## config.mk

```make
export PLATFORM = sky130hd
export DESIGN_NAME = serial_subtractor_flat
export DESIGN_NICKNAME = d
export VERILOG_FILES = /design/src/rtl/serial_subtractor_if.sv /design/src/rtl/serial_subtractor.sv /design/src/flat_wrapper.sv
export SDC_FILE = /design/constraint.sdc
export NUM_CORES = 1
export LEC_CHECK = 0
export BUFFER_PORTS_ARGS = -buffer_cell sky130_fd_sc_hd__buf_2
export CAP_MARGIN = 20
export CORE_UTILIZATION = 50
export CTS_BUF_LIST = sky130_fd_sc_hd__clkbuf_4
export CTS_CLUSTER_SIZE = 12
export DETAILED_ROUTE_END_ITERATION = 8
export HOLD_SLACK_MARGIN = 0.03
export PLACE_DENSITY = 0.83
export SYNTH_ARGS = -nofsm -noshare
export SYNTH_HDL_FRONTEND = slang
export SYNTH_SLANG_ARGS = --single-unit
```

## constraint.sdc

```tcl
create_clock -name Clk -period 3.2 [get_ports Clk]
set_clock_uncertainty 0.1 [all_clocks]
set_input_delay 0.32 -clock Clk [delete_from_list [all_inputs] [get_ports Clk]]
set_output_delay 0.32 -clock Clk [all_outputs]
set_load 0.02 [all_outputs]
```

## src/rtl/serial_subtractor_if.sv

```systemverilog
// Operand/result bundle for serial_subtractor: upstream operands plus a downstream result channel,
// each side using its own valid/ready pair.
interface serial_subtractor_if #(
  parameter int WIDTH = 8
);
  logic [WIDTH-1:0] Data_A_In;
  logic [WIDTH-1:0] Data_B_In;
  logic             Borrow_In;
  logic             Valid_In;
  logic             Ready_Out;
  logic [WIDTH-1:0] Diff_Out;
  logic             Borrow_Out;
  logic             Zero_Out;
  logic             Valid_Out;
  logic             Ready_In;

  // slave: the subtractor itself; master: whoever supplies operands and consumes results
  modport slave (
    input  Data_A_In, Data_B_In, Borrow_In, Valid_In, Ready_In,
    output Ready_Out, Diff_Out, Borrow_Out, Zero_Out, Valid_Out
  );

  modport master (
    output Data_A_In, Data_B_In, Borrow_In, Valid_In, Ready_In,
    input  Ready_Out, Diff_Out, Borrow_Out, Zero_Out, Valid_Out
  );
endinterface

```

## src/rtl/serial_subtractor.sv

```systemverilog
// Digit-serial subtractor: Diff = A - B - Borrow_In, DIGIT bits per cycle, LS digit first,
// with the borrow carried between digits in a register.
module serial_subtractor #(
  parameter int WIDTH = 8,
  parameter int DIGIT = 2
) (
  input  logic                Clk,
  input  logic                Reset,
  serial_subtractor_if.slave  bus,
  output logic [1:0]          o_dbg_state
);

  // Handshake: a transfer happens on a rising edge where valid and ready are both high.
  // Operands: Valid_In & Ready_Out (Ready_Out only in IDLE). Results: Valid_Out & Ready_In;
  // Valid_Out and the result stay stable until taken.

  localparam int NUM_DIGITS = WIDTH / DIGIT;
  localparam int CNT_W      = (NUM_DIGITS > 1) ? $clog2(NUM_DIGITS) : 1;
  localparam logic [CNT_W-1:0] LAST_CNT = CNT_W'(NUM_DIGITS - 1);

  typedef enum logic [1:0] {
    S_IDLE = 2'd0,
    S_BUSY = 2'd1,
    S_DONE = 2'd2
  } state_t;

  state_t           r_state;
  logic [WIDTH-1:0] r_a;
  logic [WIDTH-1:0] r_b;
  logic             r_borrow;
  logic [WIDTH-1:0] r_acc;
  logic [CNT_W-1:0] r_cnt;
  logic             r_ready;
  logic             r_valid;
  logic [WIDTH-1:0] r_diff_out;
  logic             r_borrow_out;
  logic             r_zero;

  logic [DIGIT:0]   w_sub;
  logic [WIDTH-1:0] w_diff_next;

  // (DIGIT+1)-bit subtraction: the top bit is the borrow out of this digit.
  assign w_sub = {1'b0, r_a[DIGIT-1:0]} - {1'b0, r_b[DIGIT-1:0]} - {{DIGIT{1'b0}}, r_borrow};

  // Finished digits enter at the MS end so the result is aligned once the last digit lands.
  assign w_diff_next = (r_acc >> DIGIT) | (WIDTH'(w_sub[DIGIT-1:0]) << (WIDTH - DIGIT));

  always_ff @(posedge Clk or posedge Reset) begin
    if (Reset) begin
      r_state      <= S_IDLE;
      r_a          <= '0;
      r_b          <= '0;
      r_borrow     <= 1'b0;
      r_acc        <= '0;
      r_cnt        <= '0;
      r_ready      <= 1'b1;
      r_valid      <= 1'b0;
      r_diff_out   <= '0;
      r_borrow_out <= 1'b0;
      r_zero       <= 1'b0;
    end else begin
      case (r_state)
        S_IDLE: begin
          if (bus.Valid_In) begin
            r_a      <= bus.Data_A_In;
            r_b      <= bus.Data_B_In;
            r_borrow <= bus.Borrow_In;
            r_acc    <= '0;
            r_cnt    <= '0;
            r_ready  <= 1'b0;
            r_state  <= S_BUSY;
          end
        end

        S_BUSY: begin
          r_a      <= r_a >> DIGIT;
          r_b      <= r_b >> DIGIT;
          r_borrow <= w_sub[DIGIT];
          r_acc    <= w_diff_next;
          r_cnt    <= r_cnt + CNT_W'(1);
          if (r_cnt == LAST_CNT) begin
            r_diff_out   <= w_diff_next;
            r_borrow_out <= w_sub[DIGIT];
            r_zero       <= (w_diff_next == '0);
            r_valid      <= 1'b1;
            r_state      <= S_DONE;
          end
        end

        S_DONE: begin
          // Result fields keep their value after the take; only the handshake flags move.
          if (bus.Ready_In) begin
            r_valid <= 1'b0;
            r_ready <= 1'b1;
            r_state <= S_IDLE;
          end
        end

        default: begin
          r_valid <= 1'b0;
          r_ready <= 1'b1;
          r_state <= S_IDLE;
        end
      endcase
    end
  end

  assign bus.Ready_Out  = r_ready;
  assign bus.Valid_Out  = r_valid;
  assign bus.Diff_Out   = r_diff_out;
  assign bus.Borrow_Out = r_borrow_out;
  assign bus.Zero_Out   = r_zero;
  assign o_dbg_state    = r_state;

endmodule

```

## src/flat_wrapper.sv

```systemverilog
// flat-port wrapper written by rule: the top's interface ports become plain ports
module serial_subtractor_flat 
#(
  parameter int WIDTH = 8,
  parameter int DIGIT = 2
)
  (Clk, Reset, o_dbg_state, bus_Data_A_In, bus_Data_B_In, bus_Borrow_In, bus_Valid_In, bus_Ready_In, bus_Ready_Out, bus_Diff_Out, bus_Borrow_Out, bus_Zero_Out, bus_Valid_Out);
  serial_subtractor_if #(.WIDTH(WIDTH)) bus_i ();
  input  logic Clk;
  input  logic Reset;
  output logic [1:0] o_dbg_state;
  input wire logic [$bits(bus_i.Data_A_In)-1:0] bus_Data_A_In;
  input wire logic [$bits(bus_i.Data_B_In)-1:0] bus_Data_B_In;
  input wire logic [$bits(bus_i.Borrow_In)-1:0] bus_Borrow_In;
  input wire logic [$bits(bus_i.Valid_In)-1:0] bus_Valid_In;
  input wire logic [$bits(bus_i.Ready_In)-1:0] bus_Ready_In;
  output wire logic [$bits(bus_i.Ready_Out)-1:0] bus_Ready_Out;
  output wire logic [$bits(bus_i.Diff_Out)-1:0] bus_Diff_Out;
  output wire logic [$bits(bus_i.Borrow_Out)-1:0] bus_Borrow_Out;
  output wire logic [$bits(bus_i.Zero_Out)-1:0] bus_Zero_Out;
  output wire logic [$bits(bus_i.Valid_Out)-1:0] bus_Valid_Out;
  assign bus_i.Data_A_In = bus_Data_A_In;
  assign bus_i.Data_B_In = bus_Data_B_In;
  assign bus_i.Borrow_In = bus_Borrow_In;
  assign bus_i.Valid_In = bus_Valid_In;
  assign bus_i.Ready_In = bus_Ready_In;
  assign bus_Ready_Out = bus_i.Ready_Out;
  assign bus_Diff_Out = bus_i.Diff_Out;
  assign bus_Borrow_Out = bus_i.Borrow_Out;
  assign bus_Zero_Out = bus_i.Zero_Out;
  assign bus_Valid_Out = bus_i.Valid_Out;
  serial_subtractor #(.WIDTH(WIDTH), .DIGIT(DIGIT)) u_core (.Clk(Clk), .Reset(Reset), .bus(bus_i), .o_dbg_state(o_dbg_state));
endmodule
```

==> results of run 1 <==
==> worst max-delay path: stages (launching register included) <==
cell and delay (ps):
dfrtp_1 380, inv_1 60, fa_1 550, inv_1 50, ha_1 170, or2_2 280, fa_1 500, nor4_1 320
nand3_1 100, o21ai_0 150
==> through the flow <==
step | power, uW | hold slack [ps] | util [%] | cell area [sq um] | setup slack (ps)
finish | 2172 | 106.8 | 61.07 | 2102 | 466.4
global route | 2349 | 103.2 | 61.07 | 2102 | 375.9
CTS | 2181 | 100.7 | 61.07 | 2102 | 468.7
detailed placement | 1866 | 358.9 | 58.56 | 2016 | 450.8
global placement | 1800 | 347.6 | 58.56 | 2016 | 625.6
floorplan | 1664 | 351.8 | - | 1854 | 688.2
==> area by class of cell <==
class | instances | area, sq um | area share (%)
timing repair buffer | 38 | 202.7 | 9.643
clock inverter | 3 | 38.79 | 1.845
inverter | 7 | 26.28 | 1.250
sequential | 39 | 977.2 | 46.49
clock buffer | 5 | 37.54 | 1.786
tap | 46 | 57.56 | 2.738
multi-input combinational | 104 | 762.0 | 36.25
==> layout by cell type (no fill, tap or decap), types with 2 or more instances in the layout <==
cell	count
dfrtp_1	38
buf_2	34
nand2_1	19
o21ai_1	11
a22o_1	9
inv_1	7
a21oi_1	7
and3b_1	6
o21ai_2	6
a21oi_2	5
nor2b_1	5
a22oi_1	5
o21ai_0	5
clkbuf_4	5
mux2_2	4
mux2_4	3
ha_1	3
buf_4	3
nand2b_1	2
nor2_1	2
fa_1	2
==> how the worst max path moves through the flow <==
stage / from / end / slack [ps] / depth (start not counted)
after floorplan: u_core.r_borrow$_DFFE_PP0P_ / u_core.bus.Zero_Out$_DFFE_PP0P_ / 690 / 9
after global placement: u_core.r_borrow$_DFFE_PP0P_ / u_core.bus.Zero_Out$_DFFE_PP0P_ / 630 / 9
after detailed placement: u_core.r_borrow$_DFFE_PP0P_ / u_core.bus.Zero_Out$_DFFE_PP0P_ / 450 / 9
after CTS: u_core.r_borrow$_DFFE_PP0P_ / u_core.bus.Zero_Out$_DFFE_PP0P_ / 470 / 9
after global routing: u_core.r_borrow$_DFFE_PP0P_ / u_core.bus.Zero_Out$_DFFE_PP0P_ / 380 / 9
final: u_core.r_borrow$_DFFE_PP0P_ / u_core.bus.Zero_Out$_DFFE_PP0P_ / 470 / 9
==> where the power goes <==
| part | internal [uW] | switching [uW] | leakage [uW] | total (uW) |
|---|---|---|---|---|
| logic | 433 | 567 | 0.000507 | 1000 |
| clock network | 161 | 157 | 0.0000426 | 318 |
| registers | 702 | 152 | 0.000499 | 854 |
| total | 1300 | 877 | 0.00105 | 2170 |
==> registers in the layout (all words and copies together) (netlist names) <==
| register | count |
|---|---|
| u_core.bus.Valid_Out | 1 |
| u_core.r_b | 8 |
| u_core.r_cnt | 2 |
| u_core.bus.Ready_Out | 1 |
| u_core.r_a | 8 |
| u_core.bus.Zero_Out | 1 |
| u_core.r_borrow | 1 |
| u_core.bus.Borrow_Out | 1 |
| u_core.bus.Diff_Out | 8 |
| u_core.o_dbg_state | 2 |
| u_core.r_acc | 6 |
==> cell families after synthesis <==
family,Yosys count
AO/OA/AOI/OAI,50
AND/OR/NAND/NOR,41
flip-flops,39
buffers and inverters,18
multiplexers,7
adder cells (fa/ha/maj),5
XOR/XNOR,1
==> per-layer routing <==
metal | GRT usage (%) | vias to the layer above
met2 | 30.78 | 26
met4 | 6.977 | 0
met5 | 0 | -
li1 | - | 626
met1 | 29.54 | 657
met3 | 7.117 | 4
==> metrics.csv, run 1 <==
stage,metric,value,unit
logic_synthesis,synth_top_family_by_area,compound AO/OA/AOI/OAI gates,
finish,area_growth_syn_to_layout,13.36,%
clocking,clk_pin_slew,120,ps
route,dr_wl_met2,1696,um
route,first_pass_iters,4,
placed_design,dp_cells,233,
route,vias,1313,
floorplanning,die_x,62.90,um
worst_setup_path,critPathCaptureType,flip-flop,
pwr,ir_worst_vdd,427.5,uV
logic_synthesis,synthFlopType,dfrtp_1,
clocking,cts_resized,0,
floorplanning,io_pins,35,
worst_setup_path,r2r_cells,9,
global_routing,overflow,0,
job,maxCapViolCount,0,
min_path,min_to,u_core.r_a[7]$_DFFE_PP0P_,
clocking,clkLatencyLatePin,340,ps
worst_setup_path,r2r-end,u_core.bus.Zero_Out$_DFFE_PP0P_,
clocking,cts_sinks,39,
global_routing,grt_start_max_net_pins,40,
timing,setup_viol,0,
route,highest_layer,met4,
finish,drive_above_1_share,34.69,%
floorplanning,die_h,62.90,um
worst_setup_path,r2r_setup_slack,470,ps
route,wl_met1,1622,um
route,drt_wl_total,3502,um
finish,finalNonFillerCells,242,
worst_setup_path,worstPathArrival,2900,ps
route,vias_per_cell,5.426,
logic_synthesis,async_reset_ff_share,100.0,%
min_path,hold_start,bus_Data_A_In[7],
logic_synthesis,post_synth_xor_area_fraction,0.4723,%
logic_synthesis,synth-seq-area-share,52.70,%
worst_setup_path,path_class,flip-flop to flip-flop,
clocking,root_buffer,clkbuf_4,
worst_setup_path,crit_required,3370,ps
pwr,leakage,0.001049,uW
logic_synthesis,synth.avg_cell_area,11.52,sq um
global_routing,antenna_found_initial,0,
finish,nets,221,
timing,max_freq,0.3658,GHz
min_path,whs_path_depth,2,
logic_synthesis,synthTopCellsByCount,"38 x dfrtp_1, 19 x nand2_1, 11 x o21ai_1, 9 x a22o_1",
clocking,ctsHoldBuffers,1,
clocking,cts_max_path_buffers,2,
timing,period_minus_slack,2734,ps
worst_setup_path,critPathMaxFanout,3,
placed_design,place_hpwl,2428,um
route,drc,0,
pwr,power.density,1033,nW/um^2
route,drt_iter0_markers,42,
route,postRouteAntennaNets,0,
min_path,hold_path.class,primary input to flip-flop,
clocking,post_cts_buffers,0,
timing,tightest_slew,895.2,ps
logic_synthesis,synth_compound_area_share,18.96,%
timing,relSlewSlack,40.28,%
route,met3_length,142,um
route,wl_per_cell,14.47,um
floorplanning,die-area,3956,sq um
clocking,cts_tree,done,
worst_setup_path,r2r-start,u_core.r_borrow$_DFFE_PP0P_,
logic_synthesis,synth-seq-cells,39,
clocking,cts_buffers,5,
timing,hold_viol_final,0,
global_routing,grt_pass1_wl,6410,um
logic_synthesis,synth.area.top_cells,"dfrtp_1 51%, a22o_1 4.3%, nand2_1 3.8%",
logic_synthesis,syn_area,1854,sq um
floorplanning,core.rowCount,21,
floorplanning,core_area,3442,sq um
placed_design,io_buffers,34,
global_routing,track_usage,21.15,%
timing,slew_violations,0,
finish,fillCellCount,286,
logic_synthesis,synth_warnings,0,
logic_synthesis,synth_edf_count,0,
logic_synthesis,synthMuxAreaShare,4.858,%
logic_synthesis,ys_types,34,
logic_synthesis,syn_inst,161,
timing,tns,0,ps
logic_synthesis,synthSimpleGateAreaFrac,12.62,%
outcome,outcome,finished clean,
logic_synthesis,yosys.area.top_type,dfrtp_1,
logic_synthesis,synth_fa_ha_area_share,4.184,%
global_routing,grt_pass1_vias,1359,
worst_setup_path,cp-start-kind,flip-flop,
logic_synthesis,syn-num-nets,187,
timing,rsz0062_at_grt,no,
logic_synthesis,synth_top_cell_area_share,51.28,%
floorplanning,start_util,53.87,%
timing,finalCritPeriodShare,85.42,%
clocking,htreeDepth,2,
finish,diodes,0,
placed_design,gp_congestion,0.7631,
logic_synthesis,synth.most_common_cell,dfrtp_1,
Note: power is estimated with default switching activity, not from simulation.
==> run 2, diff against run 1 <==
- ABC_AREA: not set -> 1
- PLACE_DENSITY: 0.83 -> 0.82
==> run 2 against run 1 <==
Global-route usage is 2.0 points lower. Register-to-register slack better by 300 ps. Synthesized cell count is 39% higher. Hold slack worse by 16 ps. Flip-flop and latch count stayed put. Via count is 14% higher. Sequential power is 2% higher. Synthesized area is 10% higher. Final area is 8.4% higher. Setup slack better by 300 ps.
==> metrics.csv, run 2 <==
stage,metric,value,unit,change
outcome,outcome,finished clean,,
clocking,cts_max_path_buffers,2,,unchanged
logic_synthesis,synthFlopType,dfrtp_1,,
floorplanning,start_util,53.79,%,-0.083 points
worst_setup_path,crit_required,3390,ps,+20 ps
pwr,ir_worst_vdd,459.3,uV,+7.4%
worst_setup_path,cp-start-kind,flip-flop,,
floorplanning,die_h,65.93,um,+4.8%
finish,final_common_cell,nand2_1,,
floorplanning,die-area,4346,sq um,+9.9%
logic_synthesis,synth-seq-area-share,47.83,%,-4.9 points
logic_synthesis,yosys.area.top_type,dfrtp_1,,
pwr,p_total,2553,uW,+18%
finish,multi_input_area,810.8,sq um,+6.4%
timing,tightest_slew,814.6,ps,-80.59 ps
route,drt_wl_total,3503,um,about the same
worst_setup_path,worstPathArrival,2620,ps,-280 ps
finish,drive_above_1_share,28.68,%,-6.0 points
finish,finalNonFillerCells,306,,+26%
finish,regArea,977.2,sq um,unchanged
route,first_pass_iters,4,,unchanged
route,wl_per_cell,11.45,um,-21%
timing,tns,0,ps,unchanged
logic_synthesis,ys_types,25,,-26%
route,vias_per_cell,4.892,,-9.8%
floorplanning,core.rowCount,22,,+4.8%
logic_synthesis,async_reset_ff_share,100.0,%,unchanged
finish,final_core_util,59.98,%,-1.1 points
placed_design,place_hpwl,2381,um,-1.9%
timing,period_minus_slack,2432,ps,-302.0 ps
logic_synthesis,syn_area,2043,sq um,+10%
timing,rsz0062_at_grt,no,,
worst_setup_path,crit_end,u_core.bus.Zero_Out$_DFFE_PP0P_,,
timing,hold_viol_final,0,,unchanged
clocking,clk_pin_slew,110,ps,about the same
timing,max_freq,0.4113,GHz,+12%
placed_design,dp_cells,297,,+27%
route,vias,1497,,+14%
finish,fillCellCount,362,,+27%
logic_synthesis,synth_edf_count,0,,unchanged
pwr,leakage,0.001265,uW,+21%
worst_setup_path,critPathCaptureType,flip-flop,,
logic_synthesis,syn_inst,223,,+39%
worst_setup_path,r2r-start,u_core.r_borrow$_DFFE_PP0P_,,
clocking,htreeDepth,2,,unchanged
global_routing,overflow,0,,unchanged
floorplanning,core_area,3799,sq um,+10%
global_routing,grt_pass1_wl,6203,um,-3.2%
finish,area_growth_syn_to_layout,11.51,%,
clocking,cts_buffers,5,,unchanged
timing,relSlewSlack,45.63,%,+5.4 points
route,drt_iter0_markers,114,,+170%
finish,fin_area,2278,sq um,+8.4%
timing,slew_violations,0,,unchanged
logic_synthesis,synth.area.top_cells,"dfrtp_1 47%, nand2_1 12%, inv_1 6.1%",,
timing,finalCritPeriodShare,75.99,%,-9.4 points
placed_design,place_area,2163,sq um,+7.3%
logic_synthesis,synth-seq-cells,39,,unchanged
worst_setup_path,r2r-end,u_core.bus.Zero_Out$_DFFE_PP0P_,,
finish,diodes,0,,unchanged
clocking,cts_resized,0,,unchanged
logic_synthesis,synth.avg_cell_area,9.162,sq um,-20%
clocking,cts_sinks,39,,unchanged
worst_setup_path,r2r_setup_slack,770,ps,+300 ps
pwr,power.density,1121,nW/um^2,+8.4%
global_routing,grt_pass1_vias,1449,,+6.6%
clocking,clkLatencyLatePin,350,ps,about the same
clocking,root_buffer,clkbuf_4,,
clocking,cts_tree,done,,
placed_design,gp_congestion,0.7571,,-0.79%
floorplanning,io_pins,35,,unchanged
job,maxCapViolCount,0,,unchanged
finish,nets,283,,+28%
clocking,post_cts_buffers,0,,unchanged
finish,most-common-layout-cells,"64 x nand2_1, 38 x dfrtp_1, 34 x buf_2",,
logic_synthesis,syn-num-nets,249,,+33%
worst_setup_path,path_class,flip-flop to flip-flop,,
logic_synthesis,synth_warnings,0,,unchanged
worst_setup_path,crit_start,u_core.r_borrow$_DFFE_PP0P_,,
logic_synthesis,synth.most_common_cell,nand2_1,,
logic_synthesis,synth_top_cell_area_share,46.54,%,-4.7 points
global_routing,grt_start_max_net_pins,37,,-7.5%
min_path,hold_path.class,primary input to flip-flop,,
worst_setup_path,critPathMaxFanout,2,,-1
floorplanning,die_x,65.93,um,+4.8%
placed_design,io_buffers,34,,unchanged
route,drc,0,,unchanged
logic_synthesis,synthTopCellsByCount,"64 x nand2_1, 38 x dfrtp_1, 33 x inv_1, 19 x nand3_1, 12 x o21ai_0",,
route,postRouteAntennaNets,0,,unchanged
global_routing,track_usage,19.19,%,-2.0 points
timing,setup_viol,0,,unchanged
global_routing,antenna_found_initial,0,,unchanged
worst_setup_path,r2r_cells,11,,+2
[run 2: cell types whose count changed after synthesis, moves of 6 or more]
| cell | before | now |
|---|---|---|
| nand2_1 | 19 | 64 |
| and3b_1 | 6 | 0 |
| o21ai_0 | 5 | 12 |
| a21oi_1 | 7 | 0 |
| nand3_1 | 1 | 19 |
| o21ai_1 | 11 | 1 |
| nand3_2 | 0 | 10 |
| a22o_1 | 9 | 0 |
| inv_1 | 7 | 33 |
| or2_2 | 1 | 7 |
[run 2: how the worst min path moves through the flow]
stage | from | endpoint | slack, ps | cells after the start
3_5_place_dp | u_core.bus.Ready_Out$_DFFE_PP1P_ | u_core.bus.Ready_Out$_DFFE_PP1P_ | 350 | 2
2_1_floorplan | bus_Data_B_In[6] | u_core.r_b[6]$_DFFE_PP0P_ | 340 | 2
5_1_grt | bus_Data_A_In[6] | u_core.r_a[6]$_DFFE_PP0P_ | 70 | 3
6_report | bus_Data_A_In[7] | u_core.r_a[7]$_DFFE_PP0P_ | 90 | 3
4_1_cts | bus_Data_A_In[6] | u_core.r_a[6]$_DFFE_PP0P_ | 60 | 3
3_3_place_gp | u_core.bus.Ready_Out$_DFFE_PP1P_ | u_core.bus.Ready_Out$_DFFE_PP1P_ | 350 | 2
[run 2: report_power, final]
group	switching, uW	internal (uW)	total [uW]
clock	165	252	417
combinational	794	475	1270
sequential	143	724	867
total	1100	1450	2550
[run 2: worst max-delay path: stages, from the launching register on]
cell and delay [ps]:
dfrtp_1 370, inv_1 60, fa_1 550, inv_1 50, ha_1 160, or2_2 280, fa_1 450, nor2_1 110
nand2_1 60, nor2_1 90, nand2_1 60, nand2_1 50
[run 2: final cells by class]
cell class,count,area share (%)
Clock buffer,6,1.977
Timing Repair Buffer,36,8.237
Multi-Input combinational cell,139,35.58
Sequential cell,39,42.89
Clock inverter,2,2.636
Inverter,36,6.041
Tap cell,48,2.636
[run 2: repair_timing]
item	4_1_cts	5_1_grt
endpoints found under the setup margin	0	0
hold buffers	1	0
endpoints found under the hold margin	9	0
[run 2: per-stage QoR]
step / hold slack [ps] / worst slack [ps]
2_1_floorplan: 341.0 / 883.8
5_1_grt: 70.93 / 622.5
4_1_cts: 62.64 / 764.1
6_report: 90.72 / 768.4
3_5_place_dp: 349.9 / 792.1
3_3_place_gp: 348.0 / 840.3
[run 2: logic make-up after synthesis]
logic type | after synthesis | share of synthesized area (%)
AND/OR/NAND/NOR | 113 | 28.66
buffers and inverters | 45 | 12.49
flip-flops | 39 | 47.83
AO/OA/AOI/OAI | 21 | 7.226
adder cells (fa/ha/maj) | 5 | 3.797
[run 2: layer usage]
metal | GRT usage, % | routed length [um]
met4 | 8.152 | 64
met5 | 0 | 0
met3 | 5.172 | 168
met1 | 23.29 | 1575
met2 | 31.76 | 1695
==> run 3, diff against run 2 <==
- PLACE_DENSITY: 0.82 -> 0.85
- clock period: 3.2 -> 2.2 ns (I/O delays scaled with it)
==> run 3 against run 2 <==
The run now ends with setup timing left. Utilization rose by 0.66 points. Clock-buffer cell count stayed put. Final cell count up 2.6%. Final area rose by 1.1%. Largest power group unchanged.
==> metrics.csv, run 3 (synthesis results as in run 2) <==
stage,metric,value,unit,change
pwr,ir_worst_vdd,572.2,uV,+25%
floorplanning,core_area,3799,sq um,unchanged
finish,most-common-layout-cells,"64 x nand2_1, 38 x dfrtp_1, 34 x buf_2",,
placed_design,io_buffers,34,,unchanged
clocking,cts_tree,done,,
route,met3_length,129,um,-23%
route,drc,0,,unchanged
floorplanning,die_x,65.93,um,unchanged
finish,drive_above_1_share,29.70,%,+1.0 points
worst_setup_path,cp-start-kind,flip-flop,,
global_routing,antenna_found_initial,0,,unchanged
clocking,htreeDepth,2,,unchanged
outcome,violations,setup timing,,
min_path,hold_path.class,primary input to flip-flop,,
worst_setup_path,critPathMaxFanout,2,,unchanged
clocking,cts_buffers,5,,unchanged
min_path,whs_path_depth,5,,+2
route,drt_iter0_markers,94,,-18%
clocking,cts_max_path_buffers,2,,unchanged
timing,setup_viol,3,,+3
floorplanning,die_h,65.93,um,unchanged
floorplanning,core.rowCount,22,,unchanged
route,wl_per_cell,11.18,um,-2.4%
finish,finalNonFillerCells,314,,+2.6%
finish,final_common_cell,nand2_1,,
route,first_pass_iters,4,,unchanged
outcome,outcome,"complete, but fails checks",,
timing,relSlewSlack,65.73,%,+20 points
timing,setup_ws,-146.5,ps,-914.9 ps
timing,finalCritPeriodShare,106.7,%,+31 points
pwr,power.density,1538,nW/um^2,+37%
global_routing,grt_pass1_wl,5899,um,-4.9%
route,drt_wl_total,3509,um,+0.17%
worst_setup_path,crit_required,2340,ps,-1050 ps
placed_design,gp_congestion,0.7667,,+1.3%
timing,slew_violations,0,,unchanged
floorplanning,io_pins,35,,unchanged
timing,tns,-306.6,ps,-306.6 ps
route,wl_met1,1606,um,+2.0%
global_routing,grt_pass1_vias,1448,,-0.069%
worst_setup_path,worstPathArrival,2490,ps,-130 ps
clocking,clk_pin_slew,110,ps,about the same
timing,period_minus_slack,2347,ps,-85.09 ps
placed_design,place_hpwl,2346,um,-1.5%
route,vias,1514,,+1.1%
clocking,cts_sinks,39,,unchanged
worst_setup_path,path_class,flip-flop to flip-flop,,
route,postRouteAntennaNets,0,,unchanged
job,maxCapViolCount,0,,unchanged
route,vias_per_cell,4.822,,-1.4%
pwr,leakage,0.001273,uW,+0.62%
finish,area_growth_syn_to_layout,12.74,%,
floorplanning,die-area,4346,sq um,unchanged
worst_setup_path,critPathCaptureType,flip-flop,,
global_routing,grt_start_max_net_pins,40,,+8.1%
placed_design,dp_cells,299,,+0.67%
route,dr_wl_met2,1721,um,+1.5%
finish,nets,291,,+2.8%
timing,tightest_slew,514.1,ps,-300.6 ps
floorplanning,start_util,53.79,%,unchanged
worst_setup_path,r2r_cells,11,,unchanged
timing,hold_viol_final,0,,unchanged
global_routing,overflow,0,,unchanged
timing,rsz0062_at_grt,yes,,
finish,diodes,0,,unchanged
clocking,root_buffer,clkbuf_4,,
route,highest_layer,met4,,
timing,max_freq,0.4262,GHz,+3.6%
pwr,p_total,3543,uW,+39%
clocking,clkLatencyLatePin,340,ps,about the same
global_routing,track_usage,18.39,%,-0.80 points
run 3: cell types whose count changed in the layout (fill, tap and decap cells not counted), sizes merged:
cell / delta
buf: +4
bufinv: -2
clkinv: +2
dlygate4sd3: +4
run 3: worst max-delay path: stages, from the launching register on:
cell and delay [ps]:
dfrtp_1 370, inv_2 40, fa_1 550, inv_1 50, ha_2 150, or2_4 240, fa_2 530, nor2_1 40
nand2_1 50, nor2_1 30, nand2_1 50, nand2_1 40
run 3: metal layers:
layer  vias up  global-route usage [%]
met5         -                       0
met4         0                   9.511
met3         5                   4.138
met2        34                   32.02
met1       701                   20.80
li1        774                       -
run 3: layout make-up:
class	count	area [sq um]
Fill cell	351	1495
Sequential cell	39	977.2
Multi-Input combinational cell	139	818.3
Timing Repair Buffer	44	257.7
Inverter	36	137.6
Tap cell	48	60.06
Clock buffer	6	45.04
Clock inverter	2	7.507
run 3: worst paths after layout:
path | slack [ps] | end | from
setup / recovery | -150 | u_core.bus.Zero_Out$_DFFE_PP0P_ | u_core.r_b[0]$_DFFE_PP0P_
hold / removal | 70 | u_core.r_a[4]$_DFFE_PP0P_ | bus_Data_A_In[4]
setup reg to reg | -150 | u_core.bus.Zero_Out$_DFFE_PP0P_ | u_core.r_b[0]$_DFFE_PP0P_
hold reg to reg | 360 | u_core.bus.Ready_Out$_DFFE_PP1P_ | u_core.bus.Ready_Out$_DFFE_PP1P_
max in group asynchronous | 1240 | u_core.bus.Ready_Out$_DFFE_PP1P_ | Reset
min in group asynchronous | 400 | u_core.r_b[6]$_DFFE_PP0P_ | Reset
run 3: through the flow:
stage / util (%) / hold slack [ps] / instance area, sq um / setup slack, ps
6_report: 60.64 / 73.16 / 2303 / -146.5
5_1_grt: 60.64 / 104.7 / 2303 / -236.2
4_1_cts: 60.38 / 65.61 / 2293 / -137.1
3_5_place_dp: 57.48 / 256.9 / 2183 / -147.0
3_3_place_gp: 57.48 / 257.6 / 2183 / -108.6
2_1_floorplan: - / 241.0 / 2048 / -75.03
run 3: power by group:
| part | internal (uW) | switching, uW | total, uW |
|---|---|---|---|
| Sequential | 1050 | 214 | 1270 |
| Clock | 131 | 218 | 348 |
| Combinational | 761 | 1170 | 1930 |
run 3: repair_timing:
action | 4_1_cts | 5_1_grt
hold buffers | 5 | 0
hold endpoints to repair | 42 | 0
resized for setup | 1 | 1
buffers inserted | 1 | 1
pin swaps | 1 | 0
setup endpoints to repair | 4 | 5
